==> src/rtl/addsub_serial_if.sv <==
// Operand/result handshake bundle for the chunk-serial adder/subtractor.
// master = producer/consumer side, slave = the arithmetic block.
interface addsub_serial_if #(
    parameter int WIDTH = 16
);
    logic             in_valid;
    logic             in_ready;
    logic [WIDTH-1:0] a;
    logic [WIDTH-1:0] b;
    logic             sub;
    logic             sat;
    logic             out_valid;
    logic             out_ready;
    logic [WIDTH-1:0] sum;
    logic             cout;
    logic             ovfl;

    modport master (
        output in_valid, a, b, sub, sat, out_ready,
        input  in_ready, out_valid, sum, cout, ovfl
    );

    modport slave (
        input  in_valid, a, b, sub, sat, out_ready,
        output in_ready, out_valid, sum, cout, ovfl
    );
endinterface

==> src/rtl/addsub_serial.sv <==
// Chunk-serial two's complement adder/subtractor: CHUNK bits per cycle, LSB chunk first,
// with optional signed saturation and a valid/ready handshake on both sides.
module addsub_serial #(
    parameter int WIDTH = 16,
    parameter int CHUNK = 4
) (
    input  logic           clk,
    input  logic           rst,
    addsub_serial_if.slave bus
);
    localparam int N  = WIDTH / CHUNK;
    localparam int IW = (N > 1) ? $clog2(N) : 1;
    localparam logic [IW-1:0] LAST_IDX = IW'(N - 1);

    typedef enum logic [1:0] {IDLE, RUN, DONE} state_t;

    state_t           r_state;
    state_t           w_state_next;
    logic             w_in_ready;
    logic             w_out_valid;

    logic [WIDTH-1:0] r_a;
    logic [WIDTH-1:0] r_b;
    logic [WIDTH-1:0] r_res;
    logic [WIDTH-1:0] r_sum;
    logic             r_sat;
    logic             r_carry;
    logic             r_cout;
    logic             r_ovfl;
    logic [IW-1:0]    r_idx;

    int               w_base;
    logic [CHUNK-1:0] w_a_chunk;
    logic [CHUNK-1:0] w_b_chunk;
    logic [CHUNK:0]   w_chunk_sum;
    logic             w_msb_cin;
    logic             w_last;
    logic             w_ovfl;
    logic [WIDTH-1:0] w_res_full;
    logic [WIDTH-1:0] w_sat_val;

    assign w_base      = CHUNK * int'(r_idx);
    assign w_a_chunk   = r_a[w_base +: CHUNK];
    assign w_b_chunk   = r_b[w_base +: CHUNK];
    assign w_chunk_sum = {1'b0, w_a_chunk} + {1'b0, w_b_chunk} + {{CHUNK{1'b0}}, r_carry};
    assign w_last      = (r_idx == LAST_IDX);

    // Carry into the MSB comes from the lower CHUNK-1 bits of the final chunk.
    generate
        if (CHUNK == 1) begin : g_cin_direct
            assign w_msb_cin = r_carry;
        end else begin : g_cin_low
            logic [CHUNK-1:0] w_low;
            assign w_low = {1'b0, w_a_chunk[CHUNK-2:0]} + {1'b0, w_b_chunk[CHUNK-2:0]}
                         + {{(CHUNK-1){1'b0}}, r_carry};
            assign w_msb_cin = w_low[CHUNK-1];
        end
    endgenerate

    assign w_ovfl    = w_msb_cin ^ w_chunk_sum[CHUNK];
    assign w_sat_val = r_a[WIDTH-1] ? {1'b1, {(WIDTH-1){1'b0}}} : {1'b0, {(WIDTH-1){1'b1}}};

    always_comb begin
        w_res_full = r_res;
        w_res_full[w_base +: CHUNK] = w_chunk_sum[CHUNK-1:0];
    end

    always_comb begin
        w_state_next = r_state;
        w_in_ready   = 1'b0;
        w_out_valid  = 1'b0;
        case (r_state)
            IDLE: begin
                w_in_ready = 1'b1;
                if (bus.in_valid) w_state_next = RUN;
            end
            RUN: begin
                if (w_last) w_state_next = DONE;
            end
            DONE: begin
                w_out_valid = 1'b1;
                if (bus.out_ready) w_state_next = IDLE;
            end
            default: w_state_next = IDLE;
        endcase
    end

    always_ff @(posedge clk or posedge rst) begin
        if (rst) begin
            r_state <= IDLE;
            r_a     <= '0;
            r_b     <= '0;
            r_res   <= '0;
            r_sum   <= '0;
            r_sat   <= 1'b0;
            r_carry <= 1'b0;
            r_cout  <= 1'b0;
            r_ovfl  <= 1'b0;
            r_idx   <= '0;
        end else begin
            r_state <= w_state_next;
            case (r_state)
                IDLE: begin
                    if (bus.in_valid) begin
                        r_a     <= bus.a;
                        r_b     <= bus.sub ? ~bus.b : bus.b;
                        r_sat   <= bus.sat;
                        r_carry <= bus.sub;
                        r_idx   <= '0;
                    end
                end
                RUN: begin
                    r_res   <= w_res_full;
                    r_carry <= w_chunk_sum[CHUNK];
                    r_idx   <= r_idx + 1'b1;
                    // Visible result only changes once the whole word is known.
                    if (w_last) begin
                        r_sum  <= (r_sat && w_ovfl) ? w_sat_val : w_res_full;
                        r_cout <= w_chunk_sum[CHUNK];
                        r_ovfl <= w_ovfl;
                    end
                end
                default: ;
            endcase
        end
    end

    assign bus.in_ready  = w_in_ready;
    assign bus.out_valid = w_out_valid;
    assign bus.sum       = r_sum;
    assign bus.cout      = r_cout;
    assign bus.ovfl      = r_ovfl;
endmodule

==> src/flat_wrapper.sv <==
// flat-port wrapper written by rule: the top's interface ports become plain ports
module addsub_serial_flat 
#(
    parameter int WIDTH = 16,
    parameter int CHUNK = 4
)
  (clk, rst, bus_in_valid, bus_a, bus_b, bus_sub, bus_sat, bus_out_ready, bus_in_ready, bus_out_valid, bus_sum, bus_cout, bus_ovfl);
  addsub_serial_if #(.WIDTH(WIDTH)) bus_i ();
  input  logic clk;
  input  logic rst;
  input wire logic [$bits(bus_i.in_valid)-1:0] bus_in_valid;
  input wire logic [$bits(bus_i.a)-1:0] bus_a;
  input wire logic [$bits(bus_i.b)-1:0] bus_b;
  input wire logic [$bits(bus_i.sub)-1:0] bus_sub;
  input wire logic [$bits(bus_i.sat)-1:0] bus_sat;
  input wire logic [$bits(bus_i.out_ready)-1:0] bus_out_ready;
  output wire logic [$bits(bus_i.in_ready)-1:0] bus_in_ready;
  output wire logic [$bits(bus_i.out_valid)-1:0] bus_out_valid;
  output wire logic [$bits(bus_i.sum)-1:0] bus_sum;
  output wire logic [$bits(bus_i.cout)-1:0] bus_cout;
  output wire logic [$bits(bus_i.ovfl)-1:0] bus_ovfl;
  assign bus_i.in_valid = bus_in_valid;
  assign bus_i.a = bus_a;
  assign bus_i.b = bus_b;
  assign bus_i.sub = bus_sub;
  assign bus_i.sat = bus_sat;
  assign bus_i.out_ready = bus_out_ready;
  assign bus_in_ready = bus_i.in_ready;
  assign bus_out_valid = bus_i.out_valid;
  assign bus_sum = bus_i.sum;
  assign bus_cout = bus_i.cout;
  assign bus_ovfl = bus_i.ovfl;
  addsub_serial #(.WIDTH(WIDTH), .CHUNK(CHUNK)) u_core (.clk(clk), .rst(rst), .bus(bus_i));
endmodule
==> config.mk <==
export PLATFORM = sky130hd
export DESIGN_NAME = addsub_serial_flat
export DESIGN_NICKNAME = d
export VERILOG_FILES = /design/src/rtl/addsub_serial_if.sv /design/src/rtl/addsub_serial.sv /design/src/flat_wrapper.sv
export SDC_FILE = /design/constraint.sdc
export NUM_CORES = 1
export LEC_CHECK = 0
export BUFFER_PORTS_ARGS = -buffer_cell sky130_fd_sc_hd__buf_2
export CAP_MARGIN = 30
export CORE_ASPECT_RATIO = 2
export CORE_UTILIZATION = 55
export CTS_CLUSTER_DIAMETER = 30
export DETAILED_ROUTE_END_ITERATION = 10
export PLACE_DENSITY = 0.78
export SYNTH_ARGS = -nofsm -noshare
export SYNTH_HDL_FRONTEND = slang
export SYNTH_SLANG_ARGS = --single-unit
==> constraint.sdc <==
create_clock -name clk -period 3.9 [get_ports clk]
set_clock_uncertainty 0.05 [all_clocks]
set_input_delay 0.195 -clock clk [delete_from_list [all_inputs] [get_ports clk]]
set_output_delay 0.195 -clock clk [all_outputs]
set_load 0.02 [all_outputs]
==> impl_metrics.env <==
export IMPL_die_area_um2=6870
export IMPL_gr_total_overflow=0
export IMPL_r2r_end="u_core.bus.sum[14]$_DFFE_PP0P_"
export IMPL_drive_above_1_share_pct=25.4
export IMPL_critPathLaunch="u_core.r_idx[0]$_DFFE_PP0P_"
export IMPL_cp_required_ns=4.06
export IMPL_antenna_found_initial=0
export IMPL_fin_tns_setup_ns=0
export IMPL_syn_cell_area_um2=3590
export IMPL_setup_violations=0
export IMPL_vdd_drop_max_mv=0.573
export IMPL_hold_viol=0
export IMPL_rsz0062_at_grt="no"
export IMPL_arrival_ns=3.52
export IMPL_crit_fanout=13
export IMPL_nNetsFinal=462
export IMPL_dp_hpwl_um=5440
export IMPL_via_per_inst=5.37
export IMPL_synth_distinct_cells=38
export IMPL_leakage_uw=0.00210
export IMPL_wirelength_um=7600
export IMPL_slew_violations=0
export IMPL_wl_per_cell_um=15.1
export IMPL_cts_tree="done"
export IMPL_p_per_area_nw_per_um2=1010
export IMPL_tightestPinTransition_ns=0.838
export IMPL_post_route_min_period_ns=3.36
export IMPL_firstDrtPassIters=4
export IMPL_fin_crit_sh_pct=86.1
export IMPL_synth_seq_cells=72
export IMPL_crit_path_frequent_cell="fa_1"
export IMPL_die_h_um=116
export IMPL_portBuffers=57
export IMPL_gp_congestion=0.820
export IMPL_clock_sink_count=72
export IMPL_grt_max_degree=50
export IMPL_seq_area_frac_synth_pct=50.2
export IMPL_initial_core_util_pct=56.9
export IMPL_max_freq_ghz=0.298
export IMPL_synth_edf_count=0
export IMPL_utilization_pct=69.6
export IMPL_antenna_cells=0
export IMPL_synthFlopType="dfrtp_1"
export IMPL_endpoint="u_core.bus.sum[14]$_DFFE_PP0P_"
export IMPL_synth_yosys_warnings=0
export IMPL_slew_headroom_pct=44.1
export IMPL_worstSetupPathType="reg -> reg"
export IMPL_grt_use_total_pct=26.1
export IMPL_rows=41
export IMPL_grt_pass1_wl_um=12800
export IMPL_htree_levels=3
export IMPL_synth_most_common_cell="nand2_1"
export IMPL_ys_top_cells_by_area="dfrtp_1 50%, nand2_1 11%, o21ai_0 5.2%"
export IMPL_drt_iter0_markers=141
export IMPL_final_antenna_net_count=0
export IMPL_syn_inst=347
export IMPL_r2r_setup_slack_ns=0.54
export IMPL_core_area_um2=6310
export IMPL_synth_top_cell_area_share_pct=50.2
export IMPL_syn_area_per_cell_um2=10.3
export IMPL_maxCapViolations=0
export IMPL_clk_pin_slew_ns=0.06
export IMPL_drcViolationCount=0
export IMPL_fillers=507
export IMPL_grt_pass1_vias=2769
export IMPL_path_cells="mux4_2, fa_1, fa_1, a21o_1, a21oi_4, xor2_4, buf_4, a222oi_1, o21ai_0"
export IMPL_ys_async_sr_fraction_pct=100
export IMPL_r2r_cells=9
export IMPL_cts_made_buffers=9
export IMPL_cp_start_kind="flip-flop"
export IMPL_regToRegStartpoint="u_core.r_idx[0]$_DFFE_PP0P_"
export IMPL_boundaryPins=58
export IMPL_synth_nets=396
export IMPL_hp_class="in -> reg"
export IMPL_endpoint_kind="flip-flop"
export IMPL_synth_commonest_cells="101 x nand2_1, 72 x dfrtp_1, 37 x o21ai_0"
export IMPL_die_x_um=59.1
export IMPL_holdWs_ns=0.00626
export IMPL_cp_slowest_stage_delay_ns=0.56
export IMPL_yosysTopAreaCell="dfrtp_1"
export IMPL_slowest_stage="mux4_2"
export IMPL_area_growth_pct=22.4
export IMPL_clockBufferDepth=2
export IMPL_clock_root_buffer="clkbuf_16"
export IMPL_clk_latency_ns=0.34
export IMPL_vias=2706
export IMPL_cts_resized=0
export IMPL_status="finished clean"
power breakdown:
group          internal (uW)  switching [uW]
registers               1040             215
clock network            612             296
logic                    859            1400
total                   2520            1910
cells in the final DEF (no fill, tap or decap), types with 2 or more instances in the layout:
cell type	Yosys	routed
nand2_1	101	101
dfrtp_1	72	72
buf_2	4	57
o21ai_0	37	37
xnor2_1	16	16
dlygate4sd3_1	0	13
a22oi_1	9	9
o21ai_2	9	9
ha_1	9	9
clkbuf_16	0	9
a21boi_0	8	8
mux4_2	8	8
inv_1	8	7
buf_4	1	6
nor2b_1	5	5
a22o_1	5	5
a21oi_1	4	4
a222oi_1	4	4
nor4b_2	3	3
o21ai_1	3	3
a221oi_1	3	3
clkbuf_8	0	3
nor2_1	2	2
and2_1	2	2
nand2b_1	2	2
a21o_1	2	2
inv_2	1	2
fa_1	2	2
clkbuf_1	15	2
bufinv_16	0	2
how the worst min path moves through the flow:
stage	start	to	slack [ns]	cells after the start
after global placement	rst	u_core.r_b[7]$_DFFE_PP0P_	0.33	2
final	bus_a[15]	u_core.r_a[15]$_DFFE_PP0P_	0.006	3
after detailed placement	rst	u_core.r_b[7]$_DFFE_PP0P_	0.34	2
after global routing	bus_a[15]	u_core.r_a[15]$_DFFE_PP0P_	0.01	3
after CTS	bus_a[13]	u_core.r_a[13]$_DFFE_PP0P_	0.0003	3
after floorplan	bus_a[0]	u_core.r_a[0]$_DFFE_PP0P_	0.25	2
per-layer routing:
layer	track usage (%)	vias to the layer above	part of all wire (%)
met2	45.5	78	55
met3	6.64	26	3.6
li1	-	1328	-
met4	17.0	0	5.2
met1	26.8	1274	36
met5	0	-	0
registers in the layout, indices dropped and copies added (netlist names):
register         flops
u_core.r_a          16
u_core.bus.cout      1
u_core.r_carry       1
u_core.bus.sum      16
u_core.r_res        16
u_core.r_idx         2
u_core.bus.ovfl      1
u_core.r_sat         1
u_core.r_state       2
u_core.r_b          16
layout make-up:
cell class,instances,area [um2],share of cell area (%)
multi-input cells,245,1660,37.7
clock inverters,2,60.1,1.37
repair buffers,76,460,10.5
flip-flops and latches,72,1800,41.0
inverters,9,33.8,0.769
clock buffers,14,274,6.24
well taps,86,108,2.45
critical path: cells and delay by family (launching register included):
kind | cells | cell delay, ns
compound gates | 4 | 0.91
xor+xnor | 1 | 0.14
fa+ha+maj | 2 | 0.86
buf+inv | 1 | 0.21
flops | 1 | 0.51
mux | 1 | 0.56
cells by family after synthesis:
logic type,Yosys count,synth area share [%]
AO/OA/AOI/OAI,90,17.2
adder cells (fa/ha/maj),11,4.25
AND/OR/NAND/NOR,116,13.9
multiplexers,9,5.33
buffers and inverters,30,3.69
XOR/XNOR,19,5.37
flip-flops,72,50.2
per-stage QoR:
step           area, um2  cells  total power, uW  setup WS (ns)
2_1_floorplan       3590    347             2920          0.482
4_1_cts             4390    504             4440          0.514
5_1_grt             4390    504             4740          0.321
6_report            4390    504             4430          0.540
3_5_place_dp        3930    475             3510          0.562
3_3_place_gp        3930    475             3420          0.655
repair_timing:
item,CTS,global route
hold buffers,13,0
endpoints found under the hold margin,50,0
setup buffers,0,0
No activity file was read; power rests on OpenSTA's default activity.
